[src/rtl/defuse_pkg.sv]
// Shared definitions for the defuse game stages.
//   CODE_W      : width of one wire code
//   SEQ_LEN_DEF : default number of codes in a defuse sequence
//   STEP_W      : width of the STEP progress output
//   state_e     : state encoding of defuse_seq_check
package defuse_pkg;

  localparam int CODE_W      = 2;
  localparam int SEQ_LEN_DEF = 4;
  localparam int STEP_W      = 3;

  typedef enum logic [2:0] {
    ST_IDLE     = 3'd0,
    ST_LOAD     = 3'd1,
    ST_ARMED    = 3'd2,
    ST_DEFUSED  = 3'd3,
    ST_EXPLODED = 3'd4
  } state_e;

endpackage

[src/rtl/button_edge_n.sv]
// Two-flop synchronizer plus falling-edge detector for an active-low,
// already-debounced button that is asynchronous to clk_i.
//   clk_i  : system clock
//   rst_ni : asynchronous active-low reset
//   btn_ni : raw active-low button level
//   fall_o : one-cycle pulse per press (high-to-low of the synchronized level)
module button_edge_n (
  input  logic clk_i,
  input  logic rst_ni,
  input  logic btn_ni,
  output logic fall_o
);

  logic       sync1_q;
  logic       sync2_q;
  logic       prev_q;
  logic [2:0] rdy_q;

  always_ff @(posedge clk_i or negedge rst_ni) begin
    if (!rst_ni) begin
      sync1_q <= 1'b1;
      sync2_q <= 1'b1;
      prev_q  <= 1'b1;
      rdy_q   <= '0;
    end else begin
      sync1_q <= btn_ni;
      sync2_q <= sync1_q;
      prev_q  <= sync2_q;
      rdy_q   <= {rdy_q[1:0], 1'b1};
    end
  end

  // The "released" reset value does not reflect the real button level until a
  // true sample has reached prev_q (three edges). Gating on rdy_q[2] stops a
  // button held low through reset release from looking like a fresh press.
  assign fall_o = rdy_q[2] & prev_q & ~sync2_q;

endmodule

[src/rtl/defuse_seq_check.sv]
// Defuse sequence checker: captures SEQ_LEN random codes on arm, then checks
// player wire-cut attempts against them under a timeout.
//   CLOCK       : system clock, rising edge
//   RESET       : asynchronous active-low reset
//   RANDOM      : free-running random code, sampled during LOAD
//   ARM_N       : active-low arm button (asynchronous, debounced)
//   PRESS_VALID : one-cycle wire-cut strobe
//   PRESS_CODE  : code of the attempt
//   ARMED/DEFUSED/EXPLODED : registered state flags
//   STEP        : correct presses so far
//   SEQ_OUT     : captured sequence, seq[i] at bits [2i+1:2i]
//
// state       | meaning
// ST_IDLE     | waiting for first arm after reset
// ST_LOAD     | sampling RANDOM into seq[0..SEQ_LEN-1], one per cycle
// ST_ARMED    | accepting presses, timeout running
// ST_DEFUSED  | full sequence entered in time (terminal until re-arm)
// ST_EXPLODED | wrong press or timeout (terminal until re-arm)
module defuse_seq_check
  import defuse_pkg::*;
#(
  parameter int SEQ_LEN        = SEQ_LEN_DEF,
  parameter int TIMEOUT_CYCLES = 1000
) (
  input  logic                      CLOCK,
  input  logic                      RESET,
  input  logic [CODE_W-1:0]         RANDOM,
  input  logic                      ARM_N,
  input  logic                      PRESS_VALID,
  input  logic [CODE_W-1:0]         PRESS_CODE,
  output logic                      ARMED,
  output logic                      DEFUSED,
  output logic                      EXPLODED,
  output logic [STEP_W-1:0]         STEP,
  output logic [CODE_W*SEQ_LEN-1:0] SEQ_OUT
);

  localparam int                TO_W     = $clog2(TIMEOUT_CYCLES);
  localparam logic [TO_W-1:0]   TO_LAST  = TO_W'(TIMEOUT_CYCLES - 1);
  localparam logic [STEP_W-1:0] LAST_IDX = STEP_W'(SEQ_LEN - 1);
  localparam logic [STEP_W-1:0] SEQ_END  = STEP_W'(SEQ_LEN);

  state_e                           state_q, state_d;
  logic [STEP_W-1:0]                step_q, step_d;
  logic [STEP_W-1:0]                ld_q, ld_d;
  logic [TO_W-1:0]                  to_q, to_d;
  logic [SEQ_LEN-1:0][CODE_W-1:0]   seq_q, seq_d;
  logic                             armed_q, defused_q, exploded_q;
  logic                             arm_evt;
  logic [CODE_W-1:0]                want_code;
  logic [STEP_W-1:0]                step_inc;

  button_edge_n u_arm_edge (
    .clk_i  (CLOCK),
    .rst_ni (RESET),
    .btn_ni (ARM_N),
    .fall_o (arm_evt)
  );

  // Code expected for the next press; mux avoids an oversized array index.
  always_comb begin
    want_code = '0;
    for (int i = 0; i < SEQ_LEN; i++) begin
      if (step_q == STEP_W'(i)) want_code = seq_q[i];
    end
  end

  always_comb begin
    state_d  = state_q;
    step_d   = step_q;
    ld_d     = ld_q;
    to_d     = to_q;
    seq_d    = seq_q;
    step_inc = step_q + STEP_W'(1);
    case (state_q)
      ST_IDLE, ST_DEFUSED, ST_EXPLODED: begin
        if (arm_evt) begin
          state_d = ST_LOAD;
          step_d  = '0;
          ld_d    = '0;
          to_d    = '0;
          seq_d   = '0;
        end
      end
      ST_LOAD: begin
        for (int i = 0; i < SEQ_LEN; i++) begin
          if (ld_q == STEP_W'(i)) seq_d[i] = RANDOM;
        end
        ld_d = ld_q + STEP_W'(1);
        if (ld_q == LAST_IDX) state_d = ST_ARMED;
      end
      ST_ARMED: begin
        to_d = to_q + TO_W'(1);
        // Timeout wins over any press in the same cycle, STEP is frozen.
        if (to_q == TO_LAST) begin
          state_d = ST_EXPLODED;
        end else if (PRESS_VALID) begin
          if (PRESS_CODE == want_code) begin
            step_d = step_inc;
            if (step_inc == SEQ_END) state_d = ST_DEFUSED;
          end else begin
            state_d = ST_EXPLODED;
          end
        end
      end
      default: state_d = ST_IDLE;
    endcase
  end

  always_ff @(posedge CLOCK or negedge RESET) begin
    if (!RESET) begin
      state_q    <= ST_IDLE;
      step_q     <= '0;
      ld_q       <= '0;
      to_q       <= '0;
      seq_q      <= '0;
      armed_q    <= 1'b0;
      defused_q  <= 1'b0;
      exploded_q <= 1'b0;
    end else begin
      state_q    <= state_d;
      step_q     <= step_d;
      ld_q       <= ld_d;
      to_q       <= to_d;
      seq_q      <= seq_d;
      armed_q    <= (state_d == ST_ARMED);
      defused_q  <= (state_d == ST_DEFUSED);
      exploded_q <= (state_d == ST_EXPLODED);
    end
  end

  assign ARMED    = armed_q;
  assign DEFUSED  = defused_q;
  assign EXPLODED = exploded_q;
  assign STEP     = step_q;
  assign SEQ_OUT  = seq_q;

endmodule

[config.mk]
export PLATFORM = sky130hd
export DESIGN_NAME = defuse_seq_check
export DESIGN_NICKNAME = d
export VERILOG_FILES = /design/src/rtl/defuse_pkg.sv /design/src/rtl/button_edge_n.sv /design/src/rtl/defuse_seq_check.sv
export SDC_FILE = /design/constraint.sdc
export NUM_CORES = 1
export LEC_CHECK = 0
export CAP_MARGIN = 20
export CELL_PAD_IN_SITES_DETAIL_PLACEMENT = 1
export CELL_PAD_IN_SITES_GLOBAL_PLACEMENT = 1
export CORE_MARGIN = 1
export CORE_UTILIZATION = 46
export CTS_CLUSTER_SIZE = 14
export DETAILED_ROUTE_END_ITERATION = 8
export PLACE_DENSITY = 0.92
export SYNTH_ARGS = -nofsm -noshare
export SYNTH_HDL_FRONTEND = slang
export SYNTH_SLANG_ARGS = --single-unit
[constraint.sdc]
create_clock -name CLOCK -period 3.6 [get_ports CLOCK]
set_input_delay 0.72 -clock CLOCK [delete_from_list [all_inputs] [get_ports CLOCK]]
set_output_delay 0.72 -clock CLOCK [all_outputs]
set_load 0.01 [all_outputs]
==> flow_summary.yaml, run 1 <==
detailed_routing:
  routed_wl_um: 5340
  routed_via_density: 6.09
  drc_errors: 0
  ant_nets: 0
  vias: 1601
  drtPass1Iterations: 4
  wl_per_cell_um: 20.3
  drt_iter0_drc: 111
global_route:
  antenna_found_initial: 0
  grt_remaining_overflow: 0
  grt_pass1_vias: 1665
  grt_usage_pct: 27.5
  grt_pass1_wl_um: 8510
  grt_max_degree: 37
layout:
  multi_input_area_um2: 912
  n_antenna_cell: 0
  nets: 233
  regArea_um2: 905
  area_delta_synth_final_pct: 20.9
  drive_above_1_share_pct: 8.84
  fillCellCount: 439
worst_setup_path:
  path_max_fanout: 5
  worstSetupEndpointType: "register"
  critPathKind: "input port to register"
  cp-start-kind: "input port"
  required_ps: 3790
  path_buf_inv: 1
  cp_top_family: "compound AO/OA/AOI/OAI gates"
  cp_slowest_stage_delay_ps: 490
  critPathSlowestCell: "clkdlybuf4s50_1"
  timing.critical_path.depth: 7
  crit_arrival_ps: 2830
  r2r_cells: 8
  worstPathCellList: "clkdlybuf4s50_1, or2_2, a211oi_1, o41a_1, o31ai_4, a221o_2, and2b_1"
clocking:
  cts_hold_buf: 0
  post_cts.repair.setup_buffers: 0
  clk_latency_ps: 300
  cts_buffer_depth: 2
  cts.sinks: 36
  cts_resized: 0
  clk_pin_slew_ps: 80
  numCtsBuffers: 5
  root_buffer: "clkbuf_8"
  cts_tree: "yes"
  htree_levels: 2
worst_hold_path:
  hold_path_depth: 0
  min_path_type: "register to register"
sta:
  rsz0062_at_grt: "no"
  slew_headroom_pct: 63.5
  timing.fmax_mhz: 379
  fin_tns_setup_ps: 0
  finalHoldViolCount: 0
  setup_viol: 0
  post-route-period-util_pct: 73.2
  whs_ps: 357
  drv_slew: 0
  worst_slew_pin_slew_ps: 545
  fin_skew_ps: 13.8
  fin_crit_ps: 2640
power_and_ir_drop:
  p_total_mw: 1.64
  peakVddDrop_uv: 323
  p_leak_nw: 0.979
  p_per_area_mw_per_mm2: 726
synthesis:
  syn-num-nets: 206
  ys_ff_latch: 36
  ys_warn_count: 0
  synth-edff-count: 0
  synthCells: 187
  ys_types: 39
  yosysSeqAreaShare_pct: 48.5
  yosys_most_used_dff: "dfrtp_1"
  async_flop_share_pct: 100
  synth_area_mm2: 0.00187
  synth.avg_cell_area_um2: 9.98
floorplan:
  fp.dieH_um: 65.7
  io_pins: 22
  fp.dieW_um: 65.7
  initial_core_util_pct: 49.5
  core_area_mm2: 0.00377
  fp-row-count: 22
  dieArea_mm2: 0.00431
place:
  numPortBuffers: 21
  dp_hpwl_um: 3780
  place_congestion: 0.872
status:
  outcome: "completed"
flow_run:
  cap_violations: 0
-- where the power goes --
group	switching (mW)	internal (mW)
Combinational	0.379	0.275
Clock	0.157	0.205
Sequential	0.117	0.503
-- per-stage QoR --
step                      util (%)  instances  worst slack [ps]  cell area, um^2
after CTS                     59.8        263              1010             2250
final                         59.8        263               964             2250
after global placement        56.8        255               949             2140
after floorplan                  -        187              1410             1870
after global routing          59.8        263               893             2250
after detailed placement      56.8        255               696             2140
-- layout by cell type, fill, tap and decap left out, types with 4 or more instances in the layout --
| master | synthesis | final |
|---|---|---|
| a21oi_1 | 4 | 4 |
| a32o_1 | 4 | 4 |
| and3_1 | 5 | 5 |
| clkbuf_8 | 0 | 5 |
| clkdlybuf4s50_1 | 0 | 21 |
| dfrtp_1 | 33 | 33 |
| ha_1 | 11 | 11 |
| inv_1 | 9 | 9 |
| mux2i_1 | 4 | 4 |
| nand2_1 | 19 | 19 |
| nand3_1 | 13 | 13 |
| nor2_1 | 6 | 6 |
| nor2b_1 | 6 | 6 |
| nor3_1 | 4 | 4 |
| o21ai_0 | 22 | 22 |
| o31ai_1 | 4 | 4 |
-- final cells by class --
class	count	share of cell area [%]
tap	48	2.66
timing repair buffer	24	10.3
multi-input combinational	138	40.5
inverter	9	1.50
clock inverter	3	1.89
clock buffer	5	3.05
sequential	36	40.1
-- cells by family (layout without fill, tap and decap cells) --
kind of cell | after synthesis | count (layout) | synth area share (%)
AOI/OAI and AO/OA | 51 | 51 | 18.8
xor gates and xnor gates | 3 | 3 | 1.41
adders and majority gates | 11 | 11 | 7.38
buffers and inverters | 13 | 41 | 2.62
DFF | 36 | 36 | 48.5
muxes | 4 | 4 | 2.15
other | 1 | 1 | 0.201
and+or+nand+nor | 68 | 68 | 18.9
-- metal layers --
layer,global-route usage [%],part of all wire (%)
met2,46.6,51
met4,12.0,3.1
met5,0,0
met1,33.1,43
met3,6.08,3.1
-- cell usage after synthesis (all sizes together) (2+ instances only) --
cell,number,share of area [%]
clkbuf,4,0.80
o31ai,5,2.7
mux2i,4,2.1
dfstp,3,4.2
nand4,2,0.67
a21oi,4,1.1
nand3b,2,0.80
a32o,4,2.1
o2bb2ai,2,0.94
nor2,6,1.2
inv,9,1.8
nand2b,2,0.67
nand3,13,3.5
and3,5,1.7
or3,2,0.67
nand2,19,3.8
ha,11,7.4
a211oi,3,1.2
or2,2,0.67
nor2b,6,2.0
nor3,4,1.1
o21ai,24,6.6
and3b,2,0.94
o211ai,3,1.2
dfrtp,33,44
xor2,3,1.4
-- path summary, 6_finish.rpt --
| check | from | slack (ps) | end |
|---|---|---|---|
| max | PRESS_CODE[1] | 960 | ARMED |
| min in group asynchronous | RESET | 840 | SEQ_OUT[4] |
| min | u_arm_edge.rdy_q[0] | 360 | u_arm_edge.rdy_q[1] |
| max reg2reg | STEP[0] | 1010 | STEP[0] |
| min reg2reg | u_arm_edge.rdy_q[0] | 360 | u_arm_edge.rdy_q[1] |
| max in group asynchronous | RESET | 2390 | u_arm_edge.prev_q |
-- registers in the layout (all words and copies together) (netlist names) --
name and flops:
SEQ_OUT 8, u_arm_edge.sync1_q 1, u_arm_edge.sync2_q 1, ld_q 3, state_q 3, ARMED 1
u_arm_edge.rdy_q 3, DEFUSED 1, u_arm_edge.prev_q 1, to_q 10, STEP 3, EXPLODED 1
(Power assumes the default switching activity.)
==> inputs of run 2 (changes only) <==
--- a/config.mk
+++ b/config.mk
@@ -9,10 +9,10 @@
 export CELL_PAD_IN_SITES_DETAIL_PLACEMENT = 1
 export CELL_PAD_IN_SITES_GLOBAL_PLACEMENT = 1
 export CORE_MARGIN = 1
-export CORE_UTILIZATION = 46
+export CORE_UTILIZATION = 39
 export CTS_CLUSTER_SIZE = 14
 export DETAILED_ROUTE_END_ITERATION = 8
-export PLACE_DENSITY = 0.92
+export PLACE_DENSITY = 0.84
 export SYNTH_ARGS = -nofsm -noshare
 export SYNTH_HDL_FRONTEND = slang
 export SYNTH_SLANG_ARGS = --single-unit
==> constraint.sdc (replaced) <==
create_clock -name CLOCK -period 2.3 [get_ports CLOCK]
set_input_delay 0.46 -clock CLOCK [delete_from_list [all_inputs] [get_ports CLOCK]]
set_output_delay 0.46 -clock CLOCK [all_outputs]
set_load 0.01 [all_outputs]
==> run 2 against run 1 <==
Compared with the run above: the flow now finishes with violations (design-rule violations); wire length decreased by 15%; first-iteration DRC count fell by 23%; clock power up 19%; design area increased by 4.5%; non-clock buffer count up 6; count of clock-buffer cells in the layout is 2 higher; global-route usage decreased by 7.6 points; critical path type is now register to register; largest cell class unchanged; largest power group unchanged.
==> flow_summary.yaml, run 2 (synthesis results as in run 1) <==
global_route:
  grt_remaining_overflow: 0
  grt_usage_pct: 19.9
  antenna_found_initial: 0
  grt_max_degree: 37
  grt_pass1_vias: 1574
  grt_pass1_wl_um: 7780
floorplan:
  dieArea_mm2: 0.00506
  initial_core_util_pct: 41.7
  core_area_mm2: 0.00447
  fp.dieH_um: 71.2
  fp.dieW_um: 71.2
  io_pins: 22
  fp-row-count: 24
sta:
  fin_skew_ps: 10.5
  worst_slew_pin_slew_ps: 500
  fin_crit_ps: 2280
  slew_headroom_pct: 66.6
  post-route-period-util_pct: 99.2
  fin_tns_setup_ps: 0
  finalHoldViolCount: 0
  timing.fmax_mhz: 438
  rsz0062_at_grt: "yes"
  setup_viol: 0
  whs_ps: 360
  drv_slew: 0
worst_setup_path:
  r2r-end: "STEP[0]"
  r2r_cells: 8
  crit_arrival_ps: 2460
  crit_path_end: "STEP[0]"
  rr_startpoint: "STEP[1]"
  r2r_slack_ps: 20
  crit_start: "STEP[1]"
  cp-start-kind: "register"
  path_max_fanout: 4
  required_ps: 2480
  worstSetupEndpointType: "register"
  critPathKind: "register to register"
layout:
  layout.cells.most_common: "dfrtp_1"
  drive_above_1_share_pct: 17.2
  fin_area_mm2: 0.00236
  largest_register_ffs: 10
  top_register: "to_q"
  n_antenna_cell: 0
  mostFrequentLayoutCells: "32 x dfrtp_1, 22 x o21ai_0, 21 x clkdlybuf4s50_1"
  nets: 239
  area_delta_synth_final_pct: 26.3
detailed_routing:
  drtPass1Iterations: 8
  routed_via_density: 5.72
  drt_iter0_drc: 85
  ant_nets: 0
  wl_per_cell_um: 16.6
  drc_errors: 2
  vias: 1561
  routed_wl_um: 4530
power_and_ir_drop:
  p_total_mw: 2.43
  p_leak_nw: 1.00
  peakVddDrop_uv: 603
  p_per_area_mw_per_mm2: 1030
place:
  placement.cell_area_mm2: 0.00218
  numPortBuffers: 21
  place_congestion: 0.811
  dp_hpwl_um: 3170
clocking:
  clk_pin_slew_ps: 70
  htree_levels: 2
  clk_latency_ps: 290
  cts.sinks: 36
  numCtsBuffers: 5
  cts_tree: "yes"
  cts_buffer_depth: 2
  root_buffer: "clkbuf_8"
status:
  outcome: "finished, violations left"
  violations: "design-rule violations"
worst_hold_path:
  hold_path_depth: 0
  min_path_type: "register to register"
flow_run:
  cap_violations: 0
==> run 2: changes by cell type in the layout (fill, tap and decap cells not counted), moves of 2 or more <==
cell,previous run,this run
inv_2,0,2
buf_4,3,8
a21oi_1,4,2
inv_1,9,6
ha_2,0,2
clkbuf_1,0,2
ha_1,11,6
ha_4,0,3
a21oi_2,0,2
==> run 2: worst min path at each step <==
| stage | startpoint | endpoint | slack (ps) |
|---|---|---|---|
| after global routing | u_arm_edge.sync1_q | u_arm_edge.sync2_q | 370 |
| after floorplan | RESET | ARMED | 160 |
| after detailed placement | u_arm_edge.rdy_q[0] | u_arm_edge.rdy_q[1] | 340 |
| after global placement | u_arm_edge.rdy_q[1] | u_arm_edge.rdy_q[2] | 340 |
| final | u_arm_edge.sync1_q | u_arm_edge.sync2_q | 360 |
| after CTS | u_arm_edge.sync1_q | u_arm_edge.sync2_q | 360 |
==> run 2: worst max-delay path, cell delays in order (launching register included) <==
cell and delay, ps:
dfrtp_1 410, inv_2 90, ha_4 180, nand3b_1 170
and3_1 170, o41a_1 460, o31ai_4 330, o21ai_2 130
a22o_1 230
==> run 2: report_power, final <==
part	total [mW]	switching (mW)	leakage, nW	internal [mW]
logic	1.04	0.554	0.488	0.486
registers	0.965	0.176	0.470	0.788
clock network	0.431	0.218	0.0422	0.212
==> run 2: per-layer routing <==
layer	share of wire [%]	routed length, um	vias to the layer above	global-route usage (%)
met2	47	2130	26	30.3
met3	3.1	139	7	4.99
met1	49	2200	785	28.0
met5	0	0	-	0
li1	-	-	743	-
met4	1.4	62	0	6.00
==> run 2: repair_timing <==
| item | 4_1_cts | 5_1_grt |
|---|---|---|
| pin swaps | 1 | 6 |
| hold buffers | 0 | 0 |
| setup endpoints to repair | 4 | 5 |
| gates resized for setup | 2 | 19 |
| setup buffers | 0 | 2 |
==> run 2: stage by stage <==
step	setup WS (ps)	instances	util (%)
2_1_floorplan	105	187	-
3_3_place_gp	-132	263	48.7
3_5_place_dp	-198	263	48.7
4_1_cts	-23.7	271	50.7
5_1_grt	-80.2	273	52.7
6_report	17.6	273	52.7
==> run 2: layout make-up <==
cell class | instances | area (um^2)
clock buffer | 7 | 76.3
clock inverter | 1 | 5.00
fill | 500 | 2120
inverter | 9 | 36.3
multi-input combinational | 138 | 986
sequential | 36 | 906
tap | 52 | 65.1
timing repair buffer | 30 | 282
==> inputs of run 3 (changes only) <==
--- a/config.mk
+++ b/config.mk
@@ -10,7 +10,7 @@
 export CELL_PAD_IN_SITES_GLOBAL_PLACEMENT = 1
 export CORE_MARGIN = 1
 export CORE_UTILIZATION = 39
-export CTS_CLUSTER_SIZE = 14
+export CTS_CLUSTER_SIZE = 20
 export DETAILED_ROUTE_END_ITERATION = 8
 export PLACE_DENSITY = 0.84
 export SYNTH_ARGS = -nofsm -noshare
==> results of run 3 <==
No change in the layout: final DEF, timing and power equal those of run 2.
